### config.mk
export PLATFORM = sky130hd
export DESIGN_NAME = intf_rr_arbiter
export DESIGN_NICKNAME = d
export VERILOG_FILES = /design/src/rtl/intf_rr_arbiter.sv
export SDC_FILE = /design/constraint.sdc
export NUM_CORES = 1
export LEC_CHECK = 0
export ABC_AREA = 1
export CORE_MARGIN = 4
export CORE_UTILIZATION = 41
export DETAILED_ROUTE_END_ITERATION = 7
export GPL_ROUTABILITY_DRIVEN = 0
export PLACE_DENSITY = 0.75
export SLEW_MARGIN = 20
export SYNTH_ARGS = -nofsm -noshare
export SYNTH_HDL_FRONTEND = slang
export SYNTH_SLANG_ARGS = --single-unit
### constraint.sdc
create_clock -name clk -period 1.4 [get_ports clk]
set_input_delay 0.35 -clock clk [delete_from_list [all_inputs] [get_ports clk]]
set_output_delay 0.35 -clock clk [all_outputs]
set_load 0.05 [all_outputs]
### src/rtl/intf_rr_arbiter.sv
// Round-robin burst arbiter: NREQ requesters share one registered data channel.
// A grant lasts until the owner signals last, drops its request, or reaches
// MAX_BEATS beats. Grants are separated by at least one idle cycle.
// Optional statistics outputs (grant_total, forced_rel) exist only when
// INTF_RR_ARBITER_STATS_EN is defined.
module intf_rr_arbiter #(
  parameter int unsigned NREQ      = 2,
  parameter int unsigned DATA_W    = 8,
  parameter int unsigned MAX_BEATS = 4
) (
  input  logic                     clk,
  input  logic                     rst,
  input  logic [NREQ-1:0]          req,
  input  logic [NREQ-1:0]          last,
  input  logic [NREQ*DATA_W-1:0]   data,
  output logic [NREQ-1:0]          gnt,
  output logic                     out_valid,
  output logic [DATA_W-1:0]        out_data,
  output logic [2:0]               out_owner,
  output logic                     busy
`ifdef INTF_RR_ARBITER_STATS_EN
  ,
  output logic [15:0]              grant_total,
  output logic                     forced_rel
`endif
);

  typedef enum logic [0:0] {StIdle, StGrant} state_e;

  state_e              state_q, state_d;
  logic [2:0]          rr_q, rr_d;
  logic [2:0]          owner_q, owner_d;
  logic [7:0]          cnt_q, cnt_d;
  logic [NREQ-1:0]     gnt_q, gnt_d;
  logic                out_valid_q, out_valid_d;
  logic [DATA_W-1:0]   out_data_q, out_data_d;
  logic [2:0]          out_owner_q, out_owner_d;

  logic [2:0]          sel, sel_hi, sel_lo;
  logic                found_hi;
  logic                own_req, own_last;
  logic [DATA_W-1:0]   own_data;
  logic                beat, hit_limit, release_now;

  // Pick the first requester at or above the rr pointer, else wrap to the lowest one.
  always_comb begin
    sel_hi   = 3'd0;
    sel_lo   = 3'd0;
    found_hi = 1'b0;
    // Descending scan so the last hit recorded is the lowest index.
    for (int i = NREQ - 1; i >= 0; i--) begin
      if (req[i]) begin
        sel_lo = 3'(i);
        if (3'(i) >= rr_q) begin
          sel_hi   = 3'(i);
          found_hi = 1'b1;
        end
      end
    end
    sel = found_hi ? sel_hi : sel_lo;
  end

  // Route the current owner's request, last flag and data slice.
  always_comb begin
    own_req  = 1'b0;
    own_last = 1'b0;
    own_data = '0;
    for (int i = 0; i < NREQ; i++) begin
      if (owner_q == 3'(i)) begin
        own_req  = req[i];
        own_last = last[i];
        own_data = data[i*DATA_W +: DATA_W];
      end
    end
  end

  // Next-state and registered-output logic for the grant FSM.
  always_comb begin
    state_d     = state_q;
    rr_d        = rr_q;
    owner_d     = owner_q;
    cnt_d       = cnt_q;
    gnt_d       = gnt_q;
    out_valid_d = 1'b0;
    out_data_d  = out_data_q;
    out_owner_d = out_owner_q;
    beat        = 1'b0;
    hit_limit   = 1'b0;
    release_now = 1'b0;

    unique case (state_q)
      StIdle: begin
        if (|req) begin
          state_d = StGrant;
          owner_d = sel;
          cnt_d   = 8'd0;
          for (int i = 0; i < NREQ; i++) begin
            gnt_d[i] = (sel == 3'(i));
          end
        end
      end

      StGrant: begin
        beat      = own_req;
        hit_limit = beat && (({1'b0, cnt_q} + 9'd1) == 9'(MAX_BEATS));
        if (beat) begin
          out_valid_d = 1'b1;
          out_data_d  = own_data;
          out_owner_d = owner_q;
          if (cnt_q != 8'hFF) begin
            cnt_d = cnt_q + 8'd1;
          end
        end
        // Abandon (no request), last beat, or beat limit: all one release.
        release_now = !own_req || own_last || hit_limit;
        if (release_now) begin
          state_d = StIdle;
          gnt_d   = '0;
          rr_d    = (owner_q == 3'(NREQ - 1)) ? 3'd0 : owner_q + 3'd1;
        end
      end

      default: begin
        state_d = StIdle;
        gnt_d   = '0;
      end
    endcase
  end

  // State and output registers with synchronous reset.
  always_ff @(posedge clk) begin
    if (rst) begin
      state_q     <= StIdle;
      rr_q        <= 3'd0;
      owner_q     <= 3'd0;
      cnt_q       <= 8'd0;
      gnt_q       <= '0;
      out_valid_q <= 1'b0;
      out_data_q  <= '0;
      out_owner_q <= 3'd0;
    end else begin
      state_q     <= state_d;
      rr_q        <= rr_d;
      owner_q     <= owner_d;
      cnt_q       <= cnt_d;
      gnt_q       <= gnt_d;
      out_valid_q <= out_valid_d;
      out_data_q  <= out_data_d;
      out_owner_q <= out_owner_d;
    end
  end

  assign gnt       = gnt_q;
  assign out_valid = out_valid_q;
  assign out_data  = out_data_q;
  assign out_owner = out_owner_q;
  assign busy      = (state_q == StGrant);

`ifdef INTF_RR_ARBITER_STATS_EN
  logic [15:0] grant_total_q;
  logic        forced_rel_q;

  // Count grants as they are issued; flag releases caused only by the beat limit.
  always_ff @(posedge clk) begin
    if (rst) begin
      grant_total_q <= 16'd0;
      forced_rel_q  <= 1'b0;
    end else begin
      if (state_q == StIdle && (|req)) begin
        grant_total_q <= grant_total_q + 16'd1;
      end
      forced_rel_q <= (state_q == StGrant) && hit_limit && !own_last;
    end
  end

  assign grant_total = grant_total_q;
  assign forced_rel  = forced_rel_q;
`endif

  // Grant stays at most one-hot and is present exactly while busy.
  always_ff @(posedge clk) begin
    if (!rst) begin
      assert ($onehot0(gnt_q));
      assert (busy == (gnt_q != '0));
    end
  end

endmodule
After elaboration in Yosys (flattened, before gate mapping)
Index checks and enable logic that the tools add are counted.
{"block": "op_classes", "add_sub_neg": 3, "magnitude_cmp": 2, "eq_ne": 8, "n_mux": 29, "bitwise": 1, "n_reduce_logical": 13}
{"operator": "$mux 8", "count": 5}
{"operator": "$mux 3", "count": 6}
{"operator": "$pmux 8 s2", "count": 1}
{"operator": "$mux 1", "count": 13}
{"operator": "$add 8x1->9 const B", "count": 1}
{"operator": "$eq 9x3->1 const B", "count": 1}
{"operator": "$add 8x1->8 const B", "count": 1}
{"operator": "$ne 8x8->1 const B", "count": 1}
{"operator": "$reduce_and 2->1", "count": 4}
{"operator": "$eq 3x1->1 const B", "count": 2}
{"operator": "$ge 1x3->1 const A", "count": 2}
{"operator": "$logic_not 3->1", "count": 2}
{"operator": "$ne 2x1->1 const B", "count": 3}
{"operator": "$mux 2", "count": 2}
{"operator": "$pmux 2 s2", "count": 1}
{"operator": "$reduce_or 2->1", "count": 2}
{"operator": "$add 3x1->3 const B", "count": 1}
{"operator": "$reduce_and 3->1", "count": 1}
{"operator": "$logic_or 1x1->1", "count": 2}
{"operator": "$ne 2x2->1 const B", "count": 1}
{"operator": "$pmux 1 s2", "count": 1}
{"operator": "$logic_and 1x1->1", "count": 1}
{"operator": "$logic_not 1->1", "count": 1}
{"operator": "$not 1->1", "count": 1}
{"block": "totals", "ff_bits": 29, "input_bits": 22, "output_inout_bits": 15, "word_cells": 64}

Logic depth before layout (Yosys ltp)
{"block": "logic_depth", "word_depth": 9, "depth_mapped": 11, "depth_no_buf": 11}

Worst setup path after synthesis
No wires, ideal clock.
{"block": "synth_timing", "kind": "register to register", "startpoint": "register state_q (netlist: busy)", "endpoint": "register cnt_q[4]", "setup_ns": 0.135, "arrival_ns": 1.471, "t_required_ns": 1.265, "slack_ns": -0.206, "stages_incl_launch_ff": 7, "n_path_buf": 1, "period_less_slack_ns": 1.606, "cell_sequence": "dfxtp_1 inv_1 nor2_4 a21oi_4 buf_6 a21oi_1 a211oi_2"}
{"block": "synth_between", "elab_chain_cells": 3, "word_cells_on_any_way": 6, "classes_between": "eq/ne: 3; mux: 1; bitwise: 1; reduce/logical: 1"}
{"element": "start: declaration", "line": "30", "rtl": "state_e state_q, state_d;"}
{"element": "start signal: assignment", "line": "133", "rtl": "state_q <= StIdle;"}
{"element": "start signal: assignment", "line": "142", "rtl": "state_q <= state_d;"}
{"element": "$not 1->1"}
{"element": "$ne 2x2->1 (no line)"}
{"element": "$reduce_and 3->1 (no line)"}
{"element": "end signal: assignment", "line": "145", "rtl": "cnt_q <= cnt_d;"}
{"element": "end: declaration", "line": "33", "rtl": "logic [7:0] cnt_q, cnt_d;"}
Several ways; a longest one is shown, not always the timed one.
A chain may end at the register's enable or synchronous reset.

Worst setup path after layout
{"block": "layout_timing", "startpoint": "register cnt_q[0]", "endpoint": "register cnt_q[1]"}
{"block": "layout_between", "elab_chain_cells": 4, "word_cells_on_any_way": 7, "classes_between": "add/sub: 1; eq/ne: 2; mux: 3; reduce/logical: 1"}
{"element": "$add 8x1->8", "line": "111", "rtl": "cnt_d = cnt_q + 8'd1;"}
{"element": "$mux 8", "line": "110", "rtl": "if (cnt_q != 8'hFF) begin"}
{"element": "$mux 8", "line": "106", "rtl": "if (beat) begin"}
{"element": "$pmux 8 s2", "line": "91", "rtl": "unique case (state_q)"}
Several ways; a longest one is shown, not always the timed one. The select of a mux whose other input is x is not followed.

==> metrics <==
status=complete, but fails checks; failing checks=setup timing; f_max=656 MHz; Tcrit/Tclk final=109%; Final ANT Viol Nets=0; worst-case clock buffer depth=2; #FFs+latches synth=23; Clock Power Share=18.0%; vias in the first global route=1219; # nets final=242; grt ovf=0; Cell Chain, Critical Path=ha_4 > nand3_4 > nor2_4 > nand3_2 > a21oi_4 > inv_1 > o21ai_0 > nor2_1; Multi-input gate area=683 um^2; HP Class=flip-flop to flip-flop; hold slack=0.476 ns; clock latency on the worst-skew pair=0.31 ns; Core Area=2730 um^2; Fin. Hold Viols=0; DP Area=1760 um^2; Routed WL=3.52 mm; Avg Cell Area, Syn=7.18 um^2; FF+latch area=474 um^2; # placed instances=234; CTS Hold Bufs=0; switching portion of total power=35.0%; Critical Path End Type=flip-flop; Yosys warning count=0; Top Ports=37; worst r2r src=cnt_q[0]; # port buffers=34; ant diodes=0; Cells after Synth=163; Starting DRT DRC Count=33; XOR/XNOR Fraction of Synth Area=0.748%; Util after Layout=72.2%; fin crit period=1.53 ns; CTS buffer count=3; CP Launch Type=flip-flop; Flop pwr share=43.8%; CTS tree=built; FILL cells=217; Area Overhead vs Synth=68.6%; CP max FO=6; largest family of logic cells by synthesized area=simple AND/OR/NAND/NOR gates; DR pass1 iterations=4; Initial Util=42.8%; FF-to-FF setup slack=-0.13 ns; wire length per cell=14.2 um; switching power=620 uW; Max H-tree Level=1; Main synth FF type=dfxtp_1; IR drop worst, VDD=0.742 mV; Final Max Slew Viols=0; Die H=61.4 um; Synth top area share=39.3%; Worst path max stage delay=0.39 ns; WP buf/inv=1; WHS Endpoint=rr_q[0]; Site Rows=19; power share of the combinational group=38.2%; GRT Util Overall=18.3%; Pwr Total=1.77 mW; Clock Tree Root=clkbuf_4; Clock Sinks=23; drt drc=0; DP HPWL=2.53 mm; Worst EP required=1.62 ns; RSZ-0062 raised after global routing=true; Seq/Total Area, Yosys=39.3%; total of max-cap violations=0; Setup CP Type=flip-flop to flip-flop; final worst slack=-0.125 ns; Synth area leader=dfxtp_1; design area=1970 um^2; setup skew after layout=0.00156 ns; most numerous cell in the Yosys netlist=nand2_1; Leak=0.794 nW; Synth Area in Adders=2.14%; initial antenna violation count=0; synthesized cell area=1170 um^2; clock transition at the registers of the reported paths=0.13 ns; synth cell count leaders=nand2_1 (39), dfxtp_1 (23), inv_1 (16), a21oi_1 (15), o21ai_0 (13); Internal=1.15 mW; first-pass GRT wire length=5.07 mm; WP data arrival=1.75 ns; Vias/cell=5.19; HP Start=rr_q[0]; pwr dens=898 nW/um^2; die span in x=61.4 um; Die Area=3780 um^2; Setup violations, final=20; worst r2r dst=cnt_q[1]; Worst Hold Depth=2; Reg2Reg Depth=8; via count=1288; Layout Cells excl Fill=248; crit-path leading delay family=compound AO/OA/AOI/OAI gates; Compound-Gate Fraction of Synth Area=22.8%; main area contributors after synthesis=dfxtp_1 (39%), nand2_1 (13%), a21oi_1 (6.4%); Netlist cell types=25; Post-synth EDFFs=0; largest net degree at the start of global routing=19; simple-gate share of the synthesized area=25.2%; ratio of cells with drive above 1 in the final layout=32.7%; CP max stage cell=dfxtp_4; async set-or-reset flop fraction in the synthesized netlist=0%; post-synthesis mux area share=0%
==> routing by layer <==
| layer | global-route usage (%) | up-vias | routed length (um) |
|---|---|---|---|
| met3 | 6.08 | 6 | 328 |
| met2 | 33.1 | 54 | 1830 |
| met1 | 19.5 | 583 | 1300 |
| li1 | - | 645 | - |
| met4 | 6.97 | 0 | 60 |
| met5 | 0 | - | 0 |
==> worst max-delay path by stage <==
stage                     endpoint  cells after the start      from  slack [ns]
after CTS                 cnt_q[2]                      8  cnt_q[1]       -0.15
after global routing        gnt[0]                     12  cnt_q[0]       -0.24
after floorplan           cnt_q[4]                      8  cnt_q[0]      -0.003
final                     cnt_q[1]                      8  cnt_q[0]       -0.13
after detailed placement  cnt_q[2]                      9    req[1]       -0.52
after global placement    cnt_q[1]                      9    req[1]       -0.36
==> power groups by stage <==
stage          clock network, mW  registers, mW  logic (mW)
6_report                   0.319          0.777       0.677
5_1_grt                    0.344          0.785       0.719
4_1_cts                    0.322          0.775       0.621
3_5_place_dp                   0          0.783       0.589
3_3_place_gp                   0          0.779       0.570
2_1_floorplan                  0          0.865       0.211
==> timing repair <==
item                       4_1_cts  5_1_grt
hold endpoints to repair         0        0
pin swaps                        9        8
setup buffers                    6        5
setup endpoints to repair       15       22
gates resized for setup         14       20
==> sequential cells by signal, indices dropped and copies added, names as in the netlist <==
signal,flops
busy,1
cnt_q,8
gnt,2
out_data,8
out_owner,1
out_valid,1
owner_q,1
rr_q,1
==> worst register-to-register path: stages, from the launching register on <==
cell and delay [ns]:
dfxtp_4 0.39, ha_4 0.15, nand3_4 0.10, nor2_4 0.11, nand3_2 0.10, a21oi_4 0.24
inv_1 0.13, o21ai_0 0.16, nor2_1 0.05
==> area by class of cell <==
type / instances / area share (%)
Tap cell: 31 / 1.96
Sequential cell: 23 / 24.0
Clock buffer: 3 / 1.14
Inverter: 16 / 3.04
Clock inverter: 1 / 0.253
Multi-Input combinational cell: 116 / 34.6
Timing Repair Buffer: 58 / 35.0
==> stage by stage <==
step	setup TNS, ns	worst slack (ns)
global placement	-6.50	-0.362
CTS	-1.54	-0.151
detailed placement	-8.02	-0.518
finish	-1.34	-0.125
floorplan	-0.00287	-0.00287
global route	-2.93	-0.236
==> cells in the final DEF, fill, tap and decap left out <==
cell type        count
a211oi_1             1
a211oi_2             4
a21oi_1             13
a21oi_2              1
a21oi_4              2
a31oi_1              8
buf_12              15
buf_4               19
buf_6                2
buf_8                1
clkbuf_4             3
clkdlybuf4s50_1     21
clkinv_2             1
conb_1               2
dfxtp_1             18
dfxtp_2              2
dfxtp_4              3
ha_1                 1
ha_4                 1
inv_1               14
inv_2                2
nand2_1             33
nand2_2              6
nand3_1              9
nand3_2              2
nand3_4              1
nor2_1              11
nor2_2               1
nor2_4               3
nor3_1               1
o21ai_0             10
o21ai_1              2
o21ai_2              2
o21bai_1             1
xor2_1               1
==> cells by family after synthesis <==
kind of cell    Yosys count
compound gates           44
xor+xnor                  1
fa+ha+maj                 2
buf+inv                  25
flops                    23
other cells               1
simple gates             67
No activity file was read; power rests on OpenSTA's default activity.
